## src/rtl/neighbor_table_update_pkg.sv

```systemverilog
// neighbor_table_update_pkg: memory map, status codes, capacities and FSM states shared by the
// beacon table updater and the aggregation check.
package neighbor_table_update_pkg;
   localparam int WORD_WIDTH = 16;
   localparam int MAX_NEIGHBORS = 64;
   localparam int MAX_SINKS = 32;
   localparam int IDX_W = 7;
   localparam logic [WORD_WIDTH-1:0] AGG_FLAG = 16'h0002;
   localparam logic [WORD_WIDTH-1:0] KNOWN_SINKS_BASE = 16'h0008;
   localparam logic [WORD_WIDTH-1:0] NEIGHBOR_ID_BASE = 16'h0048;
   localparam logic [WORD_WIDTH-1:0] CLUSTER_ID_BASE = 16'h00C8;
   localparam logic [WORD_WIDTH-1:0] KNOWN_SINK_COUNT = 16'h0688;
   localparam logic [WORD_WIDTH-1:0] NEIGHBOR_COUNT = 16'h068A;
   localparam logic [1:0] STATUS_UPDATED = 2'd0;
   localparam logic [1:0] STATUS_APPENDED = 2'd1;
   localparam logic [1:0] STATUS_FULL = 2'd2;
   typedef enum logic [3:0] {
      IDLE, N_CNT, N_SCAN, N_APPEND, N_APP_CLUSTER, N_APP_COUNT,
      S_START, S_CNT, S_SCAN, S_APPEND, S_APP_COUNT, S_FIN, DONE
   } state_t;
   // Count words in memory may be corrupt or oversized; never walk past the table.
   function automatic logic [IDX_W-1:0] clamp_count(input logic [WORD_WIDTH-1:0] w,
                                                    input logic [WORD_WIDTH-1:0] max);
      return (w > max) ? max[IDX_W-1:0] : w[IDX_W-1:0];
   endfunction
   function automatic logic [WORD_WIDTH-1:0] table_addr(input logic [WORD_WIDTH-1:0] base,
                                                        input logic [IDX_W-1:0] idx);
      return base + {{(WORD_WIDTH-IDX_W-1){1'b0}}, idx, 1'b0};
   endfunction
endpackage

```

## src/rtl/neighbor_table_update_if.sv

```systemverilog
// neighbor_table_update_if: single-port 16-bit word memory bus (combinational read, strobed write).
interface neighbor_table_update_if;
   import neighbor_table_update_pkg::*;
   logic [WORD_WIDTH-1:0] address;
   logic [WORD_WIDTH-1:0] data_out;
   logic [WORD_WIDTH-1:0] data_in;
   logic wr_en;
   modport master(output address, wr_en, data_out, input data_in);
   modport slave(input address, wr_en, data_out, output data_in);
endinterface

```

## src/rtl/neighbor_table_update_word_table_scan.sv

```systemverilog
// word_table_scan: walks base+2i over a word table and reports key hit, last entry and next address.
module word_table_scan
   import neighbor_table_update_pkg::*;
(
   input  logic                  clock,
   input  logic                  rst,
   input  logic                  clr,
   input  logic                  adv,
   input  logic [WORD_WIDTH-1:0] base,
   input  logic [WORD_WIDTH-1:0] key,
   input  logic [WORD_WIDTH-1:0] data_in,
   input  logic [IDX_W-1:0]      count,
   output logic [IDX_W-1:0]      idx,
   output logic                  hit,
   output logic                  last,
   output logic [WORD_WIDTH-1:0] next_address
);
   logic [IDX_W-1:0] idx_next;
   always_ff @(posedge clock)
      if (rst || clr) idx <= '0;
      else if (adv) idx <= idx_next;
   assign idx_next = idx + 1'b1;
   assign hit = data_in == key;
   assign last = idx_next == count;
   assign next_address = table_addr(base, idx_next);
endmodule

```

## src/rtl/neighbor_table_update.sv

```systemverilog
// neighbor_table_update: per-beacon dedup-scan-then-append of the neighbour, cluster and known-sink
// tables, one memory word per cycle; count words are always written last.
module neighbor_table_update
   import neighbor_table_update_pkg::*;
(
   input  logic                  clock,
   input  logic                  rst,
   input  logic                  start,
   input  logic [WORD_WIDTH-1:0] rx_id,
   input  logic [WORD_WIDTH-1:0] rx_cluster,
   input  logic                  rx_is_sink,
   neighbor_table_update_if.master mem,
   output logic                  busy,
   output logic                  done,
   output logic [1:0]            status,
   output logic                  sink_added
);
   state_t state, state_n;
   logic [WORD_WIDTH-1:0] id_q, cluster_q, addr_n, dout_n, next_address;
   logic [IDX_W-1:0] cnt, cnt_n, idx;
   logic [1:0] status_n;
   logic sink_q, wr_n, busy_n, done_n, sink_n, clr, adv, latch, fin, hit, last;
   word_table_scan scan (
      .clock(clock), .rst(rst), .clr(clr), .adv(adv),
      .base(state == S_SCAN ? KNOWN_SINKS_BASE : NEIGHBOR_ID_BASE),
      .key(id_q), .data_in(mem.data_in), .count(cnt),
      .idx(idx), .hit(hit), .last(last), .next_address(next_address)
   );
   always_comb begin
      state_n = state;
      addr_n = mem.address;
      dout_n = mem.data_out;
      wr_n = 1'b0;
      busy_n = busy;
      done_n = 1'b0;
      status_n = status;
      sink_n = sink_added;
      cnt_n = cnt;
      clr = 1'b0;
      adv = 1'b0;
      latch = 1'b0;
      fin = 1'b0;
      case (state)
         IDLE: if (start) begin
            latch = 1'b1;
            addr_n = NEIGHBOR_COUNT;
            busy_n = 1'b1;
            status_n = STATUS_UPDATED;
            sink_n = 1'b0;
            state_n = N_CNT;
         end
         N_CNT: begin
            cnt_n = clamp_count(mem.data_in, WORD_WIDTH'(MAX_NEIGHBORS));
            clr = 1'b1;
            addr_n = NEIGHBOR_ID_BASE;
            state_n = (cnt_n == '0) ? N_APPEND : N_SCAN;
         end
         N_SCAN: if (hit) begin
            addr_n = table_addr(CLUSTER_ID_BASE, idx);
            dout_n = cluster_q;
            wr_n = 1'b1;
            status_n = STATUS_UPDATED;
            state_n = S_START;
         end else if (last) state_n = N_APPEND;
         else begin
            adv = 1'b1;
            addr_n = next_address;
         end
         N_APPEND: if (cnt == IDX_W'(MAX_NEIGHBORS)) begin
            status_n = STATUS_FULL;
            state_n = S_START;
         end else begin
            addr_n = table_addr(NEIGHBOR_ID_BASE, cnt);
            dout_n = id_q;
            wr_n = 1'b1;
            status_n = STATUS_APPENDED;
            state_n = N_APP_CLUSTER;
         end
         N_APP_CLUSTER: begin
            addr_n = table_addr(CLUSTER_ID_BASE, cnt);
            dout_n = cluster_q;
            wr_n = 1'b1;
            state_n = N_APP_COUNT;
         end
         N_APP_COUNT: begin
            addr_n = NEIGHBOR_COUNT;
            dout_n = WORD_WIDTH'(cnt) + 1'b1;
            wr_n = 1'b1;
            state_n = S_START;
         end
         S_START: if (sink_q) begin
            addr_n = KNOWN_SINK_COUNT;
            state_n = S_CNT;
         end else fin = 1'b1;
         S_CNT: begin
            cnt_n = clamp_count(mem.data_in, WORD_WIDTH'(MAX_SINKS));
            clr = 1'b1;
            addr_n = KNOWN_SINKS_BASE;
            state_n = (cnt_n == '0) ? S_APPEND : S_SCAN;
         end
         S_SCAN: if (hit) fin = 1'b1;
         else if (last) state_n = S_APPEND;
         else begin
            adv = 1'b1;
            addr_n = next_address;
         end
         S_APPEND: if (cnt == IDX_W'(MAX_SINKS)) fin = 1'b1;
         else begin
            addr_n = table_addr(KNOWN_SINKS_BASE, cnt);
            dout_n = id_q;
            wr_n = 1'b1;
            state_n = S_APP_COUNT;
         end
         S_APP_COUNT: begin
            addr_n = KNOWN_SINK_COUNT;
            dout_n = WORD_WIDTH'(cnt) + 1'b1;
            wr_n = 1'b1;
            sink_n = 1'b1;
            state_n = S_FIN;
         end
         S_FIN: fin = 1'b1;
         DONE: state_n = IDLE;
         default: state_n = IDLE;
      endcase
      if (fin) begin
         done_n = 1'b1;
         busy_n = 1'b0;
         state_n = DONE;
      end
   end
   always_ff @(posedge clock) begin
      if (rst) begin
         state <= IDLE;
         mem.address <= NEIGHBOR_COUNT;
         mem.wr_en <= 1'b0;
         mem.data_out <= '0;
         busy <= 1'b0;
         done <= 1'b0;
         status <= STATUS_UPDATED;
         sink_added <= 1'b0;
         cnt <= '0;
      end else begin
         state <= state_n;
         mem.address <= addr_n;
         mem.wr_en <= wr_n;
         mem.data_out <= dout_n;
         busy <= busy_n;
         done <= done_n;
         status <= status_n;
         sink_added <= sink_n;
         cnt <= cnt_n;
      end
      if (latch) begin
         id_q <= rx_id;
         cluster_q <= rx_cluster;
         sink_q <= rx_is_sink;
      end
   end
endmodule

```

## src/flat_wrapper.sv

```systemverilog
// flat-port wrapper written by rule: the top's interface ports become plain ports
module neighbor_table_update_flat import neighbor_table_update_pkg::*;
  (clock, rst, start, rx_id, rx_cluster, rx_is_sink, busy, done, status, sink_added, mem_address, mem_wr_en, mem_data_out, mem_data_in);
  neighbor_table_update_if mem_i ();
  input  logic clock;
  input  logic rst;
  input  logic start;
  input  logic [WORD_WIDTH-1:0] rx_id;
  input  logic [WORD_WIDTH-1:0] rx_cluster;
  input  logic rx_is_sink;
  output logic busy;
  output logic done;
  output logic [1:0] status;
  output logic sink_added;
  output wire logic [$bits(mem_i.address)-1:0] mem_address;
  output wire logic [$bits(mem_i.wr_en)-1:0] mem_wr_en;
  output wire logic [$bits(mem_i.data_out)-1:0] mem_data_out;
  input wire logic [$bits(mem_i.data_in)-1:0] mem_data_in;
  assign mem_address = mem_i.address;
  assign mem_wr_en = mem_i.wr_en;
  assign mem_data_out = mem_i.data_out;
  assign mem_i.data_in = mem_data_in;
  neighbor_table_update u_core (.clock(clock), .rst(rst), .start(start), .rx_id(rx_id), .rx_cluster(rx_cluster), .rx_is_sink(rx_is_sink), .mem(mem_i), .busy(busy), .done(done), .status(status), .sink_added(sink_added));
endmodule
```

## config.mk

```make
export PLATFORM = sky130hd
export DESIGN_NAME = neighbor_table_update_flat
export DESIGN_NICKNAME = d
export VERILOG_FILES = /design/src/rtl/neighbor_table_update_pkg.sv /design/src/rtl/neighbor_table_update_if.sv /design/src/rtl/neighbor_table_update_word_table_scan.sv /design/src/rtl/neighbor_table_update.sv /design/src/flat_wrapper.sv
export SDC_FILE = /design/constraint.sdc
export NUM_CORES = 1
export LEC_CHECK = 0
export CAP_MARGIN = 15
export CORE_ASPECT_RATIO = 1.4
export CORE_MARGIN = 4
export CORE_UTILIZATION = 45
export CTS_BUF_LIST = sky130_fd_sc_hd__clkbuf_16
export CTS_CLUSTER_DIAMETER = 200
export DETAILED_ROUTE_END_ITERATION = 7
export PLACE_DENSITY = 0.78
export RECOVER_POWER = 50
export SYNTH_ARGS = -nofsm -noshare
export SYNTH_HDL_FRONTEND = slang
export SYNTH_SLANG_ARGS = --single-unit
```

## constraint.sdc

```tcl
create_clock -name clock -period 3.7 [get_ports clock]
set_clock_uncertainty 0.1 [all_clocks]
set_input_delay 0.74 -clock clock [delete_from_list [all_inputs] [get_ports clock]]
set_output_delay 0.74 -clock clock [all_outputs]
set_load 0.02 [all_outputs]
```

==> metrics.txt, run 1 <==
# TYPE chip_impl_metric gauge
chip_impl_metric{name="synth_fp_nets",unit=""} 554
chip_impl_metric{name="number_of_flops_mapped_to_enable_cells_by_yosys",unit=""} 33
chip_impl_metric{name="area_growth",unit="%"} 27.49
chip_impl_metric{name="synth_compound_area_share",unit="%"} 18.69
chip_impl_metric{name="post_drt_via_cell_ratio",unit=""} 5.730
chip_impl_metric{name="finalHoldViolCount",unit=""} 0
chip_impl_info{name="status",value="finished, violations left"} 1
chip_impl_metric{name="io_buffer_count",unit=""} 89
chip_impl_info{name="cts_tree",value="yes"} 1
chip_impl_metric{name="synth-simple-area-share",unit="%"} 19.20
chip_impl_metric{name="place.detailed.hpwl",unit="um"} 9460
chip_impl_metric{name="num_vias",unit=""} 4080
chip_impl_info{name="yosys_most_used_dff",value="sky130_fd_sc_hd__dfxtp_1"} 1
chip_impl_metric{name="worst-slew-pin-transition",unit="ns"} 1.842
chip_impl_metric{name="cts-root-to-sink-buffers",unit=""} 2
chip_impl_metric{name="xor_and_xnor_fraction_of_the_mapped_netlist_area",unit="%"} 9.920
chip_impl_metric{name="detail_route.iter0.violations",unit=""} 301
chip_impl_metric{name="fp.dieArea",unit="um2"} 12120
chip_impl_metric{name="timing.final.crit_share",unit="%"} 81.57
chip_impl_metric{name="placed_cells_incl_taps",unit=""} 696
chip_impl_metric{name="final_net_count",unit=""} 634
chip_impl_metric{name="relSlewSlack",unit="%"} -22.83
chip_impl_metric{name="clk_pin_slew",unit="ns"} 0.07
chip_impl_info{name="cp_slowest_cell",value="sky130_fd_sc_hd__clkbuf_1"} 1
chip_impl_info{name="post-synth-top-area-cell",value="sky130_fd_sc_hd__dfxtp_1"} 1
chip_impl_info{name="min_from",value="u_core.mem.address[10]"} 1
chip_impl_metric{name="finalWirelength",unit="um"} 12780
chip_impl_metric{name="setup_tns",unit="ns"} 0
chip_impl_metric{name="n_antenna_cell",unit=""} 0
chip_impl_metric{name="gp_congestion",unit=""} 0.9355
chip_impl_metric{name="clk-insertion-delay-late",unit="ns"} 0.35
chip_impl_metric{name="proportion_of_synthesized_chip_area_in_sequential_cells",unit="%"} 45.13
chip_impl_info{name="worstHoldEndpoint",value="u_core.mem.address[10]"} 1
chip_impl_metric{name="slew_violations",unit=""} 35
chip_impl_metric{name="worst-endpoint-required",unit="ns"} 3.54
chip_impl_metric{name="route.detailed.wl_per_inst",unit="um"} 17.95
chip_impl_metric{name="vdd_drop_max",unit="mV"} 0.4866
chip_impl_info{name="largest_family_of_logic_cells_by_synthesized_area",value="simple AND/OR/NAND/NOR gates"} 1
chip_impl_metric{name="first_pass_iters",unit=""} 5
chip_impl_metric{name="die_w",unit="um"} 94.19
chip_impl_metric{name="fmax",unit="MHz"} 331.4
chip_impl_metric{name="hold-worst-slack",unit="ns"} 0.3372
chip_impl_metric{name="detail-route-antenna-nets",unit=""} 0
chip_impl_info{name="critical_path.endpoint_type",value="flip-flop"} 1
chip_impl_metric{name="finalPower",unit="uW"} 4013
chip_impl_metric{name="io-pin-count",unit=""} 90
chip_impl_info{name="criticalPathCategory",value="flip-flop to flip-flop"} 1
chip_impl_metric{name="core_area",unit="um2"} 10060
chip_impl_metric{name="first_global_vias",unit=""} 4153
chip_impl_metric{name="synth.ff_latch_count",unit=""} 89
chip_impl_metric{name="floorplan.initialDensity",unit="%"} 46.51
chip_impl_metric{name="grt.overflow.total",unit=""} 0
chip_impl_metric{name="number_of_maximum_capacitance_violations",unit=""} 1
chip_impl_info{name="cts-root-buf",value="sky130_fd_sc_hd__clkbuf_16"} 1
chip_impl_metric{name="fp-row-count",unit=""} 43
chip_impl_metric{name="synthCells",unit=""} 492
chip_impl_metric{name="timing.final.setup_violations",unit=""} 0
chip_impl_metric{name="yosys_synthesis_warning_count",unit=""} 0
chip_impl_info{name="r2r_start",value="u_core.state[3]"} 1
chip_impl_metric{name="tritoncts.num_buffers",unit=""} 9
chip_impl_metric{name="post_synth_num_cell_types",unit=""} 66
chip_impl_metric{name="grt_first_pass_wirelength",unit="um"} 20660
chip_impl_info{name="cp-start-kind",value="flip-flop"} 1
chip_impl_metric{name="maximum_number_of_pins_on_one_net_before_global_route_repair",unit=""} 35
chip_impl_metric{name="min_delay_path_depth",unit=""} 2
chip_impl_info{name="r2r-end",value="u_core.cluster_q[3]"} 1
chip_impl_metric{name="maximum_fanout_along_the_worst_path",unit=""} 34
chip_impl_metric{name="cts_repair_resize_count",unit=""} 0
chip_impl_metric{name="pwr_density_cell",unit="nW/um2"} 672.6
chip_impl_metric{name="drive_above_1_share",unit="%"} 7.972
chip_impl_metric{name="post-route-util",unit="%"} 59.30
chip_impl_metric{name="synth.mux.area_fraction",unit="%"} 0.2139
chip_impl_metric{name="hold_buffer_count_at_cts",unit=""} 0
chip_impl_metric{name="initial_antenna_violation_count",unit=""} 0
chip_impl_metric{name="die_y",unit="um"} 128.7
chip_impl_metric{name="synth_top_cell_area_share",unit="%"} 23.96
chip_impl_metric{name="asyncSetResetFlopFracSynth",unit="%"} 0
chip_impl_metric{name="setup_slack_of_the_most_critical_reg_to_reg_path",unit="ns"} 0.68
chip_impl_info{name="synth_most_common_cell",value="sky130_fd_sc_hd__nor2_1"} 1
chip_impl_metric{name="avgSynthCellArea",unit="um2"} 9.511
chip_impl_metric{name="power.leakage",unit="uW"} 0.002212
chip_impl_info{name="synth_common_cells",value="64 x sky130_fd_sc_hd__nor2_1, 56 x sky130_fd_sc_hd__dfxtp_1, 36 x sky130_fd_sc_hd__xnor2_1"} 1
chip_impl_metric{name="htree_levels",unit=""} 3
chip_impl_metric{name="period_needed",unit="ns"} 3.018
chip_impl_metric{name="postCtsSetupBuffers",unit=""} 0
chip_impl_metric{name="crit_path_arrival_time",unit="ns"} 2.86
chip_impl_metric{name="fin_cells",unit=""} 712
chip_impl_info{name="netlist_top_cells_area",value="sky130_fd_sc_hd__dfxtp_1 24%, sky130_fd_sc_hd__edfxtp_1 21%, sky130_fd_sc_hd__xnor2_1 6.7%"} 1
chip_impl_metric{name="drc_errors",unit=""} 0
chip_impl_metric{name="reg2reg_depth",unit=""} 4
chip_impl_metric{name="share_of_synthesized_cell_area_in_full_adder_half_adder_and_majority_cells",unit="%"} 2.674
chip_impl_info{name="path_cells",value="buf_4, or2_2, nor2_2, clkbuf_1"} 1
chip_impl_metric{name="num-fill-cells",unit=""} 866
chip_impl_info{name="holdCritPathClass",value="flip-flop to flip-flop"} 1
chip_impl_metric{name="globalRouteTotalUtil",unit="%"} 21.83
chip_impl_info{name="rsz0062_at_grt",value="false"} 1
chip_impl_metric{name="post_synth_instance_area",unit="um2"} 4679
chip_impl_info{name="violations",value="capacitance limit, slew limit"} 1
chip_impl_metric{name="number_of_sinks_driven_by_the_clock_tree",unit=""} 89
chip_impl_metric{name="worst_path_largest_cell_delay",unit="ns"} 1.31
per-stage QoR:
step	setup WS (ns)	cell area, um2
floorplan	0.9509	4679
global placement	0.5739	5667
detailed placement	0.4920	5667
CTS	0.7304	5969
global route	0.4255	5966
finish	0.6821	5966
worst max path at each step:
stage               startpoint  slack (ns)  cells past startpoint                     to
2_1_floorplan            start        0.95                      2    u_core.cluster_q[0]
3_3_place_gp    mem_data_in[2]        0.57                      9  u_core.mem.address[3]
3_5_place_dp    mem_data_in[6]        0.49                      9  u_core.mem.address[3]
4_1_cts        u_core.state[1]        0.73                      7     u_core.scan.idx[2]
5_1_grt        u_core.state[2]        0.43                      4   u_core.cluster_q[14]
6_report       u_core.state[3]        0.68                      4    u_core.cluster_q[3]
power breakdown:
| part | switching [uW] | leakage [uW] | internal, uW |
|---|---|---|---|
| sequential | 195 | 0.000768 | 1290 |
| clock | 394 | 0.000145 | 529 |
| combinational | 935 | 0.00130 | 670 |
| total | 1520 | 0.00221 | 2490 |
placed cells by master, fill, tap and decap left out, types with 10 or more instances in the layout:
master / n
sky130_fd_sc_hd__o21ai_0: 15
sky130_fd_sc_hd__a22oi_1: 10
sky130_fd_sc_hd__xnor2_1: 36
sky130_fd_sc_hd__nand2_1: 35
sky130_fd_sc_hd__edfxtp_1: 33
sky130_fd_sc_hd__ha_1: 10
sky130_fd_sc_hd__dfxtp_1: 56
sky130_fd_sc_hd__xor2_1: 10
sky130_fd_sc_hd__a21oi_1: 32
sky130_fd_sc_hd__inv_1: 13
sky130_fd_sc_hd__clkdlybuf4s50_1: 40
sky130_fd_sc_hd__a211oi_1: 16
sky130_fd_sc_hd__dlygate4sd3_1: 49
sky130_fd_sc_hd__nand2b_1: 11
sky130_fd_sc_hd__nor2_1: 63
kinds of logic (layout without fill, tap and decap cells):
group | count (synthesis) | in the layout
simple gates | 176 | 176
compound gates | 125 | 125
flops | 89 | 89
xor+xnor | 49 | 49
buf+inv | 42 | 127
fa+ha+maj | 10 | 10
mux | 1 | 1
worst max-delay path: cells and delay by family, from the launching register on:
kind	cells	cell delay, ns
and+or+nand+nor	2	0.47
DFF	1	0.43
buffers and inverters	2	1.56
per-layer routing:
| layer | GRT usage, % | up-vias | routed length, um |
|---|---|---|---|
| met5 | 0 | - | 0 |
| li1 | - | 1961 | - |
| met3 | 4.971 | 20 | 796 |
| met2 | 39.97 | 182 | 6835 |
| met1 | 23.96 | 1917 | 4888 |
| met4 | 9.014 | 0 | 258 |
registers in the layout (all words and copies together), names as in the netlist:
name,cells
u_core.busy,1
u_core.cluster_q,16
u_core.cnt,7
u_core.done,1
u_core.id_q,16
u_core.mem.address,16
u_core.mem.data_out,16
u_core.mem.wr_en,1
u_core.scan.idx,7
u_core.sink_added,1
u_core.sink_q,1
u_core.state,4
u_core.status,2
area by class of cell:
class,count,area (um2),area share [%]
Multi-Input combinational cell,361,2375,39.81
Sequential cell,89,2112,35.40
Timing Repair Buffer,99,962.2,16.13
Clock buffer,9,225.2,3.775
Tap cell,135,168.9,2.831
Clock inverter,7,77.57,1.300
Inverter,12,45.04,0.7550
Power figures use the tool's default switching activity.
==> inputs of run 2 (changes only) <==
- PLACE_DENSITY: 0.78 -> 0.81
- clock period: 3.7 -> 2.5 ns (I/O delays scaled with it)
==> run 2 against run 1 <==
Against the previous run:
- the run now ends clean
- clock power up 45%
- critical path depth up 7
- register-to-register slack worse by 0.62 ns
- sequential cell count unchanged
- worst hold slack better by 0.00095 ns
- sequential share of layout area down 4.1 points
- largest cell class unchanged
==> metrics.txt, run 2 (synthesized netlist as in run 1, its figures left out) <==
# TYPE chip_impl_metric gauge
chip_impl_metric{name="hold-worst-slack",unit="ns"} 0.3381
chip_impl_metric{name="final_net_count",unit=""} 709
chip_impl_metric{name="globalRouteTotalUtil",unit="%"} 23.08
chip_impl_metric{name="timing.final.crit_share",unit="%"} 97.64
chip_impl_metric{name="detail_route.iter0.violations",unit=""} 310
chip_impl_metric{name="initial_antenna_violation_count",unit=""} 0
chip_impl_metric{name="drive_above_1_share",unit="%"} 22.39
chip_impl_metric{name="pre_cts_ws",unit="ns"} -0.3559
chip_impl_info{name="cp-start-kind",value="flip-flop"} 1
chip_impl_metric{name="n_antenna_cell",unit=""} 0
chip_impl_metric{name="fp.dieArea",unit="um2"} 12120
chip_impl_metric{name="fmax",unit="MHz"} 409.7
chip_impl_metric{name="floorplan.initialDensity",unit="%"} 46.51
chip_impl_info{name="min_from",value="u_core.mem.address[3]"} 1
chip_impl_metric{name="cts-root-to-sink-buffers",unit=""} 2
chip_impl_metric{name="placed_cells_incl_taps",unit=""} 764
chip_impl_metric{name="num-fill-cells",unit=""} 797
chip_impl_metric{name="place.detailed.hpwl",unit="um"} 10510
chip_impl_info{name="routed.top_layer",value="met4"} 1
chip_impl_metric{name="route.detailed.wl_per_inst",unit="um"} 18.35
chip_impl_metric{name="relSlewSlack",unit="%"} 47.84
chip_impl_metric{name="io-pin-count",unit=""} 90
chip_impl_metric{name="power.leakage",unit="uW"} 0.002759
chip_impl_metric{name="area_growth",unit="%"} 44.63
chip_impl_info{name="criticalPathCategory",value="flip-flop to flip-flop"} 1
chip_impl_metric{name="first_global_vias",unit=""} 4522
chip_impl_metric{name="num_vias",unit=""} 4486
chip_impl_info{name="layout.cells.most_common_list",value="77 x sky130_fd_sc_hd__buf_4, 63 x sky130_fd_sc_hd__nor2_1, 53 x sky130_fd_sc_hd__dfxtp_1"} 1
chip_impl_metric{name="detail-route-antenna-nets",unit=""} 0
chip_impl_metric{name="worst-endpoint-required",unit="ns"} 2.66
chip_impl_info{name="status",value="finished clean"} 1
chip_impl_metric{name="fin_cells",unit=""} 787
chip_impl_metric{name="die_w",unit="um"} 94.19
chip_impl_metric{name="first_pass_iters",unit=""} 6
chip_impl_metric{name="tritoncts.num_buffers",unit=""} 9
chip_impl_metric{name="grt_first_pass_wirelength",unit="um"} 21800
chip_impl_metric{name="clk_pin_slew",unit="ns"} 0.07
chip_impl_info{name="cts_tree",value="yes"} 1
chip_impl_info{name="cts-root-buf",value="sky130_fd_sc_hd__clkbuf_16"} 1
chip_impl_metric{name="htree_levels",unit=""} 3
chip_impl_metric{name="pwr_density_cell",unit="nW/um2"} 990.6
chip_impl_metric{name="dr_wl_met2",unit="um"} 7568
chip_impl_metric{name="post-route-worst-setup-slack",unit="ns"} 0.05905
chip_impl_info{name="launch_point_of_the_worst_path",value="u_core.cnt[1]"} 1
chip_impl_metric{name="io_buffer_count",unit=""} 89
chip_impl_metric{name="fp-row-count",unit=""} 43
chip_impl_metric{name="grt.overflow.total",unit=""} 0
chip_impl_metric{name="clk-insertion-delay-late",unit="ns"} 0.34
chip_impl_metric{name="worst-slew-pin-transition",unit="ns"} 0.7824
chip_impl_metric{name="period_needed",unit="ns"} 2.441
chip_impl_metric{name="dr_wl_met3",unit="um"} 792
chip_impl_metric{name="maximum_number_of_pins_on_one_net_before_global_route_repair",unit=""} 35
chip_impl_metric{name="timing.final.setup_violations",unit=""} 0
chip_impl_metric{name="slew_violations",unit=""} 0
chip_impl_metric{name="hold_buffer_count_at_cts",unit=""} 0
chip_impl_metric{name="vdd_drop_max",unit="mV"} 0.6460
chip_impl_info{name="holdCritPathClass",value="flip-flop to flip-flop"} 1
chip_impl_metric{name="gp_congestion",unit=""} 0.9217
chip_impl_info{name="layout.cells.most_common",value="sky130_fd_sc_hd__buf_4"} 1
chip_impl_metric{name="crit_path_arrival_time",unit="ns"} 2.60
chip_impl_metric{name="finalHoldViolCount",unit=""} 0
chip_impl_metric{name="finalWirelength",unit="um"} 14450
chip_impl_metric{name="die_y",unit="um"} 128.7
chip_impl_metric{name="maximum_fanout_along_the_worst_path",unit=""} 16
chip_impl_info{name="r2r_start",value="u_core.cnt[1]"} 1
chip_impl_metric{name="drc_errors",unit=""} 0
chip_impl_metric{name="core_area",unit="um2"} 10060
chip_impl_info{name="critical_path.endpoint_type",value="flip-flop"} 1
chip_impl_metric{name="met1Wirelength",unit="um"} 5430
chip_impl_metric{name="number_of_maximum_capacitance_violations",unit=""} 0
chip_impl_metric{name="number_of_sinks_driven_by_the_clock_tree",unit=""} 89
chip_impl_metric{name="post_drt_via_cell_ratio",unit=""} 5.700
-- run 2: through the flow --
stage	setup TNS [ns]	utilization [%]	area (um2)	power, uW
floorplan	0	-	4682	3740
global placement	-7.169	61.77	6215	4889
detailed placement	-9.503	61.77	6215	4945
CTS	0	64.66	6505	6318
global route	-0.1296	67.27	6768	7040
finish	0	67.27	6768	6704
-- run 2: final timing paths --
path / end / slack (ns) / cells after the start
worst min register to register: u_core.mem.address[3] / 0.34 / 2
worst min-delay path: u_core.mem.address[3] / 0.34 / 2
worst max register to register: u_core.mem.data_out[12] / 0.06 / 11
worst max-delay path: u_core.mem.data_out[12] / 0.06 / 11
-- run 2: worst max-delay path, stage by stage, from the launching register on --
cell                        delay [ns]
sky130_fd_sc_hd__dfxtp_1          0.32
sky130_fd_sc_hd__inv_1            0.09
sky130_fd_sc_hd__ha_1             0.17
sky130_fd_sc_hd__nand3b_2         0.14
sky130_fd_sc_hd__buf_4            0.18
sky130_fd_sc_hd__or2_2            0.34
sky130_fd_sc_hd__a21oi_2          0.16
sky130_fd_sc_hd__nor2_1           0.07
sky130_fd_sc_hd__o32a_4           0.24
sky130_fd_sc_hd__buf_4            0.16
sky130_fd_sc_hd__clkbuf_16        0.17
sky130_fd_sc_hd__a211oi_1         0.21
-- run 2: layout make-up --
class | instances | area (um2) | share of cell area (%)
Clock buffer | 9 | 225.2 | 3.328
Clock inverter | 7 | 65.06 | 0.9614
Inverter | 12 | 45.04 | 0.6656
Multi-Input combinational cell | 361 | 2502 | 36.98
Sequential cell | 89 | 2116 | 31.26
Tap cell | 135 | 168.9 | 2.496
Timing Repair Buffer | 174 | 1645 | 24.31
-- run 2: where the power goes --
group          internal (uW)  switching [uW]  leakage, uW  total [uW]
registers               1910             249     0.000769        2160
logic                   1500            1700      0.00184        3210
clock network            705             637     0.000147        1340
-- run 2: timing repair --
action | 4_1_cts | 5_1_grt
setup buffers | 0 | 3
pin swaps | 2 | 11
cloned | 0 | 4
setup endpoints to repair | 1 | 38
gates resized for setup | 0 | 43
-- run 2: routing by layer --
metal | global-route usage, % | up-vias
li1 | - | 2102
met5 | 0 | -
met4 | 12.50 | 0
met1 | 24.98 | 2144
met3 | 4.620 | 43
met2 | 41.64 | 197
